==> src/rtl/fill_pulse_monitor.sv <==
// ---------------------------------------------------------------------------
// fill_pulse_monitor
//
// Receive-side checker for the full-level indicator `sig` from the load/store
// fill/drain producer. Each clock it samples `sig`, tracks how long each high
// run lasts and how far apart pulse onsets are, and counts onsets. It raises
// sticky error flags on overlong high runs and on wrong periods. It reports
// lock once enough consecutive correct periods have been seen.
//
// Parameters
//   CBITS      : width of the period counter and of `period`
//   EXP_PERIOD : required onset-to-onset distance in clock cycles
//   MAX_HIGH   : largest legal number of consecutive high samples
//   LOCK_COUNT : consecutive correct periods needed for `locked` (>= 1)
//
// Ports
//   clk          : clock, everything samples on the rising edge
//   rst_n        : asynchronous active-low reset
//   sig          : full indicator from the producer, synchronous to clk
//   pulse_cnt    : number of onsets seen, wraps modulo 2^16
//   period       : last measured onset-to-onset distance, saturating
//   period_valid : one-cycle strobe, `period` was updated this cycle
//   err_width    : sticky, a high run exceeded MAX_HIGH samples
//   err_period   : sticky, a measured period differed from EXP_PERIOD
//   locked       : LOCK_COUNT consecutive good periods with no error event
// ---------------------------------------------------------------------------
module fill_pulse_monitor #(
    parameter int CBITS      = 17,
    parameter int EXP_PERIOD = 50002,
    parameter int MAX_HIGH   = 2,
    parameter int LOCK_COUNT = 4
) (
    input  logic             clk,
    input  logic             rst_n,
    input  logic             sig,
    output logic [15:0]      pulse_cnt,
    output logic [CBITS-1:0] period,
    output logic             period_valid,
    output logic             err_width,
    output logic             err_period,
    output logic             locked
);

    // The run counter must reach MAX_HIGH+1, the good-period counter must
    // reach LOCK_COUNT.
    localparam int RBITS = $clog2(MAX_HIGH + 2);
    localparam int GBITS = $clog2(LOCK_COUNT + 1);

    localparam logic [RBITS-1:0] RUN_LIMIT = RBITS'(MAX_HIGH + 1);
    localparam logic [GBITS-1:0] GOOD_MAX  = GBITS'(LOCK_COUNT);
    localparam logic [CBITS-1:0] EXP_P     = CBITS'(EXP_PERIOD);
    localparam logic [CBITS-1:0] PER_MAX   = '1;

    typedef enum logic [1:0] {
        IDLE = 2'd0,
        HIGH = 2'd1,
        LOW  = 2'd2
    } state_t;

    state_t           state, state_nxt;
    logic             prev_sig;
    logic [RBITS-1:0] run_cnt, run_cnt_nxt;
    logic [CBITS-1:0] per_cnt, per_cnt_nxt;
    logic             per_sat, per_sat_nxt;
    logic [GBITS-1:0] good_cnt, good_cnt_nxt;

    logic [15:0]      pulse_cnt_nxt;
    logic [CBITS-1:0] period_nxt;
    logic             period_valid_nxt;
    logic             err_width_nxt;
    logic             err_period_nxt;
    logic             locked_nxt;

    logic             onset;
    logic             start;
    logic             measure;
    logic             width_evt;
    logic             period_evt;
    logic             good_evt;
    logic [RBITS-1:0] run_inc;

    // Next-state and next-output logic. An onset restarts the period counter
    // at 1, so the counter value seen at the next onset equals the number of
    // clock edges between the two onset samples. The separate per_sat flag
    // lets a true distance of exactly PER_MAX be told apart from an overflow:
    // an overflowed measurement is always reported as a period error.
    always_comb begin
        state_nxt        = state;
        run_cnt_nxt      = run_cnt;
        per_cnt_nxt      = per_cnt;
        per_sat_nxt      = per_sat;
        good_cnt_nxt     = good_cnt;
        pulse_cnt_nxt    = pulse_cnt;
        period_nxt       = period;
        period_valid_nxt = 1'b0;
        start            = 1'b0;
        measure          = 1'b0;
        width_evt        = 1'b0;
        period_evt       = 1'b0;
        good_evt         = 1'b0;
        onset            = sig & ~prev_sig;
        run_inc          = run_cnt + 1'b1;

        // Once the first onset has been seen the period counter runs freely
        // until it saturates.
        if (state != IDLE) begin
            if (per_cnt == PER_MAX) begin
                per_sat_nxt = 1'b1;
            end else begin
                per_cnt_nxt = per_cnt + 1'b1;
            end
        end

        case (state)
            IDLE: begin
                if (onset) begin
                    state_nxt = HIGH;
                    start     = 1'b1;
                end
            end
            HIGH: begin
                if (!sig) begin
                    state_nxt = LOW;
                end else if (run_cnt != RUN_LIMIT) begin
                    // The run counter stops at the limit, so one overlong
                    // run produces exactly one error event.
                    run_cnt_nxt = run_inc;
                    if (run_inc == RUN_LIMIT) begin
                        width_evt = 1'b1;
                    end
                end
            end
            LOW: begin
                if (onset) begin
                    state_nxt = HIGH;
                    start     = 1'b1;
                    measure   = 1'b1;
                end
            end
            default: begin
                state_nxt = IDLE;
            end
        endcase

        if (start) begin
            pulse_cnt_nxt = pulse_cnt + 16'd1;
            per_cnt_nxt   = {{(CBITS-1){1'b0}}, 1'b1};
            per_sat_nxt   = 1'b0;
            run_cnt_nxt   = {{(RBITS-1){1'b0}}, 1'b1};
            if (RUN_LIMIT == {{(RBITS-1){1'b0}}, 1'b1}) begin
                width_evt = 1'b1;
            end
        end

        if (measure) begin
            period_valid_nxt = 1'b1;
            period_nxt       = per_cnt;
            if (per_sat || (per_cnt != EXP_P)) begin
                period_evt = 1'b1;
            end else begin
                good_evt = 1'b1;
            end
        end

        // An error event wins over a good period arriving in the same cycle.
        if (width_evt || period_evt) begin
            good_cnt_nxt = '0;
        end else if (good_evt && (good_cnt != GOOD_MAX)) begin
            good_cnt_nxt = good_cnt + 1'b1;
        end

        err_width_nxt  = err_width | width_evt;
        err_period_nxt = err_period | period_evt;
        locked_nxt     = (good_cnt_nxt == GOOD_MAX);
    end

    // State register. Every output is registered here, so the effect of the
    // sample taken at an edge appears right after that same edge.
    always_ff @(posedge clk or negedge rst_n) begin
        if (!rst_n) begin
            state        <= IDLE;
            prev_sig     <= 1'b0;
            run_cnt      <= '0;
            per_cnt      <= '0;
            per_sat      <= 1'b0;
            good_cnt     <= '0;
            pulse_cnt    <= '0;
            period       <= '0;
            period_valid <= 1'b0;
            err_width    <= 1'b0;
            err_period   <= 1'b0;
            locked       <= 1'b0;
        end else begin
            state        <= state_nxt;
            prev_sig     <= sig;
            run_cnt      <= run_cnt_nxt;
            per_cnt      <= per_cnt_nxt;
            per_sat      <= per_sat_nxt;
            good_cnt     <= good_cnt_nxt;
            pulse_cnt    <= pulse_cnt_nxt;
            period       <= period_nxt;
            period_valid <= period_valid_nxt;
            err_width    <= err_width_nxt;
            err_period   <= err_period_nxt;
            locked       <= locked_nxt;
        end
    end

endmodule

==> config.mk <==
export PLATFORM = sky130hd
export DESIGN_NAME = fill_pulse_monitor
export DESIGN_NICKNAME = d
export VERILOG_FILES = /design/src/rtl/fill_pulse_monitor.sv
export SDC_FILE = /design/constraint.sdc
export NUM_CORES = 1
export LEC_CHECK = 0
export BUFFER_PORTS_ARGS = -buffer_cell sky130_fd_sc_hd__buf_4
export CORE_UTILIZATION = 46
export CTS_CLUSTER_DIAMETER = 150
export CTS_CLUSTER_SIZE = 16
export DETAILED_ROUTE_END_ITERATION = 10
export GPL_TIMING_DRIVEN = 0
export PLACE_DENSITY = 0.69
export SLEW_MARGIN = 20
export SYNTH_ARGS = -nofsm -noshare
export SYNTH_HDL_FRONTEND = slang
export SYNTH_SLANG_ARGS = --single-unit
==> constraint.sdc <==
create_clock -name clk -period 1.89 [get_ports clk]
set_input_delay 0.378 -clock clk [delete_from_list [all_inputs] [get_ports clk]]
set_output_delay 0.378 -clock clk [all_outputs]
set_load 0.1 [all_outputs]
* Word-level counts from Yosys, hierarchy flattened
Index checks and enable logic that the tools add are counted.
** Operators by class
- Multiplexer cells :: 27
- Reductions and logical operators :: 15
- Equal/unequal tests :: 11
- Add/subtract/negate cells :: 4
- Bitwise gates (word level) :: 4
** Operators by type and width (count)
- $mux W17 :: 3
- $add A17 B1 Y17 const B :: 1
- $eq A17 B17 Y1 const B :: 1
- $ne A17 B16 Y1 const B :: 1
- $add A16 B1 Y16 const B :: 1
- $mux W1 :: 15
- $mux W2 :: 6
- $reduce_bool A2 Y1 :: 6
- $mux W3 :: 2
- $ne A2 B2 Y1 const B :: 3
- $reduce_and A2 Y1 :: 3
- $eq A2 B2 Y1 const B :: 2
- $pmux W2 S2 :: 1
- $add A3 B1 Y3 const B :: 1
- $eq A3 B3 Y1 const B :: 1
- $ne A3 B3 Y1 const B :: 1
- $reduce_and A3 Y1 :: 1
- $add A2 B1 Y2 const B :: 1
- $eq A2 B1 Y1 const B :: 1
- $logic_not A2 Y1 :: 1
- $logic_or A1 B1 Y1 :: 2
- $ne A2 B1 Y1 const B :: 1
- $or A1 B1 Y1 :: 2
- $reduce_or A2 Y1 :: 1
- 3 further kinds :: 3
** Storage, ports and cells
- Register bits after elaboration :: 63
- Logic and storage cells :: 73
- Output and inout port bits :: 37

* Logic depth before layout (Yosys ltp)
- Depth after elaboration :: 9
- Mapped depth :: 9
- Mapped depth without buffers :: 8

* Worst setup path before layout
No wires, ideal clock.
- Kind :: register to register
- Start point :: register pulse_cnt[2]
- End point :: register pulse_cnt[9]
- Period minus slack after synthesis :: 2045 ps
- Cell stages (with the launch flop) :: 5
- Data arrival time :: 1882 ps
- Slack :: -155 ps
- Data required time :: 1727 ps
- Cells stage by stage :: dfrtp_1 nor4bb_1 nand3_1 nor3_1 xor2_1
** Between the ends
- Longest elaborated chain between the ends :: 1
** Ends and longest elaborated chain
- start, declared :: RTL line 36 : output logic [15:0] pulse_cnt,
- start signal, assigned :: RTL line 200 : pulse_cnt <= pulse_cnt_nxt;
- $add A16 B1 Y16 :: RTL line 146 : pulse_cnt_nxt = pulse_cnt + 16'd1;
Every way passes these cells.
A chain may end at the register's enable or synchronous reset.

* Worst setup path after layout
- Start point :: register per_cnt[2]
- End point :: register per_cnt[12]
** Between the ends
- Longest elaborated chain between the ends :: 4
** Ends and longest elaborated chain
- start, declared :: RTL line 63 : logic [CBITS-1:0] per_cnt, per_cnt_nxt;
- start signal, assigned :: RTL line 197 : per_cnt <= per_cnt_nxt;
- $add A17 B1 Y17 :: RTL line 110 : per_cnt_nxt = per_cnt + 1'b1;
- $mux W17 :: RTL line 107 : if (per_cnt == PER_MAX) begin
- $mux W17 :: RTL line 106 : if (state != IDLE) begin
- $mux W17 :: RTL line 145 : if (start) begin
Parallel ways exist; a longest one is shown, timed or not. The select of a mux whose other input is x is not followed.

==> results.cfg <==
[layout]
final_util = 0.644
register_area_mm2 = 0.00159
nets = 344
fillers = 482
drive_gt1_frac = 0.408
multi_input_area_mm2 = 0.00140
antenna_cells = 0
final_area_mm2 = 0.00388
area_growth_pct = 32.4

[sta]
finClkSkew_ns = 0.0116
worstMarginPinSlew_ns = 0.785
whs_ns = 0.104
finalHoldViolations = 0
finalSetupViolations = 14
grt_setup_unrepaired = true
min_period_ns = 2.02
fmax_ghz = 0.495
relSlewSlack = 0.477
slew_viol_final = 0
fin_ws_ns = -0.131
setup_tns_ns = -1.16
finalCritPeriodShare = 1.07

[critical_path]
crit_required_ns = 2.11
cp_data_arrival_time_ns = 2.24
cp-start-kind = register
crit_type = register to register
endpoint_kind = register
crit_path_max_fanout = 6

[logic_synthesis]
synthAdderAreaFrac = 0.0341
synth_ff_type = dfrtp_1
syn_avg_cell_area_um2 = 11.2
postSynth.asyncResetShare = 1.00
ys_top_cells_by_area = dfrtp_1 (54%), mux2_2 (6.1%), xor2_1 (3.9%), ha_1 (3.4%), xnor2_1 (3.3%)
synth.distinct_cells = 42
synth_top_area_cell = dfrtp_1
synthMuxAreaShare = 0.0717
yosys.area_share.simple = 0.187
synth_top_family_by_area = simple AND/OR/NAND/NOR gates
ys_seq_area_frac = 0.538
syn_inst = 262
netlist.area_leader.share = 0.538
yosysWarnings = 0
syn_area_mm2 = 0.00293
synth_most_common_cell = dfrtp_1
synth_nets = 273
synthXorXnorAreaFrac = 0.0717
netlist_top_cells_count = dfrtp_1 (63), nand2_1 (20), mux2_2 (16), nor2_1 (16), xor2_1 (13)
synth-edff-count = 0
yosys_register_bits = 63
synth_compound_area_frac = 0.0696

[floorplan]
core_area_mm2 = 0.00603
rows = 28
dieArea_mm2 = 0.00670
initial_core_util = 0.487
die_w_um = 81.8
design.portCount = 40
die_h_um = 81.8

[power_and_ir_drop]
p_int_uw = 3010
ir_drop_v = 0.00127
switching_power_uw = 2250
switching_share = 0.428
p_seq_frac = 0.343
p_per_area_mw_per_mm2 = 1350
share_comb_of_total_power = 0.407
p_leak_uw = 0.00186
pwr-share-clk = 0.250

[clock_network]
htree_levels = 3
cts_tree = built
cts.hold.buffers_added = 0
cts.path.max_buffers = 2
clk_latency_ns = 0.34
clock_sinks = 63
clk_pin_slew_ns = 0.08
cts_made_buffers = 9
root_buffer = clkbuf_8

[run]
cap_violations = 0

[detailed_routing]
routed_wl_um = 6480
wl_per_cell_um = 15.7
antenna_left = 0
via_per_inst = 5.51
first_pass_iters = 4
post-route-drc-count = 0
drt_first_iter_violations = 137
vias = 2275

[global_routing]
grt_pass1_wl_um = 10400
antenna_found_initial = 0
grt_max_degree = 64
grt_pass1_vias = 2242
grt_overflow = 0
grtUsageTotal = 0.211

[outcome]
status = finished with violations
violations = negative setup slack

[hold_path]
hold_class = input pin to async pin

[placement]
post-dp-hpwl_um = 3900
place_area_mm2 = 0.00334
port_buffers = 39
routabilityCongestion = 0.769
## path summary, 6_finish.rpt
path | from | end | slack, ns | cells after the start
max in group asynchronous | rst_n | pulse_cnt[2] | 1.21 | 1
min in group clk | sig | prev_sig | 0.20 | 1
min | rst_n | pulse_cnt[10] | 0.10 | 1
max | per_cnt[2] | per_cnt[12] | -0.13 | 9
max reg2reg | per_cnt[2] | per_cnt[12] | -0.13 | 9
min reg2reg | err_period | err_period | 0.46 | 1
## worst max-delay path, stage by stage (launching register included)
cell	delay (ns)
dfrtp_2	0.39
and4_4	0.26
nand2_4	0.06
nor4_4	0.27
ha_2	0.22
o21ba_4	0.18
o211ai_1	0.18
buf_4	0.18
o311ai_1	0.08
o41ai_1	0.08
## flip-flops by register name (all words and copies together) (netlist names)
register and cells:
per_cnt 17, pulse_cnt 16, run_cnt 2, period_valid 1, err_period 1, period 17
prev_sig 1, locked 1, err_width 1, good_cnt 3, state 2, per_sat 1
## power by group through the flow
stage | combinational [uW] | clock, uW | sequential, uW
2_1_floorplan | 506 | 0 | 2740
3_3_place_gp | 1810 | 0 | 1820
3_5_place_dp | 1820 | 0 | 1840
4_1_cts | 2060 | 1330 | 1800
5_1_grt | 2260 | 1390 | 1840
6_report | 2140 | 1310 | 1800
## per-layer routing
metal / vias up / global-route usage / wire, um / part of all wire
met5: - / 0 / 0 / 0
met4: 0 / 0.118 / 161 / 0.025
li1: 1075 / - / - / -
met2: 67 / 0.314 / 3040 / 0.47
met3: 16 / 0.0422 / 262 / 0.040
met1: 1117 / 0.287 / 3020 / 0.47
## cells by family after synthesis
kind of cell	Yosys count
AO/OA/AOI/OAI	29
XOR/XNOR	24
adder cells (fa/ha/maj)	8
buffers and inverters	21
flip-flops	63
multiplexers	19
AND/OR/NAND/NOR	98
## layout make-up
class | instances | area share
plain buffers | 8 | 0.0155
clock buffers | 11 | 0.0364
clock inverters | 5 | 0.0209
inverters | 12 | 0.0116
multi-input cells | 178 | 0.361
flip-flops and latches | 63 | 0.410
well taps | 75 | 0.0242
repair buffers | 61 | 0.120
## placed cells by master, fill, tap and decap left out, types with 2 or more instances in the layout
cell type,count
o211ai_1,2
dfrtp_1,50
clkbuf_8,10
nand2_2,2
nand2b_1,6
nand4_1,12
mux2i_1,3
nand3_2,2
and2_1,4
bufinv_16,2
o41ai_1,5
ha_1,5
buf_6,2
or3_1,3
xor2_1,13
nand2_1,17
clkbuf_1,3
nor4_4,2
a21oi_1,6
and4b_1,2
or3_4,2
o311ai_0,3
o21ai_0,5
nand3_1,7
mux2_2,16
nor2_1,16
buf_2,2
buf_4,59
inv_1,9
nor3_1,7
ha_4,2
clkbuf_2,2
xnor2_1,10
and3_1,2
inv_2,3
dfrtp_2,13
## what timing repair did
item                       CTS  global route
resized for setup           26            15
setup endpoints to repair   39            37
buffers inserted            20             2
pin swaps                   10            14
cloned                       0             0
## per-stage QoR
stage	instances	power [uW]	setup WS [ns]
after floorplan	262	3250	-0.0378
after global placement	376	3630	-0.343
after detailed placement	376	3660	-0.410
after CTS	411	5190	-0.109
after global routing	413	5490	-0.255
final	413	5260	-0.131
(Power assumes the default switching activity.)
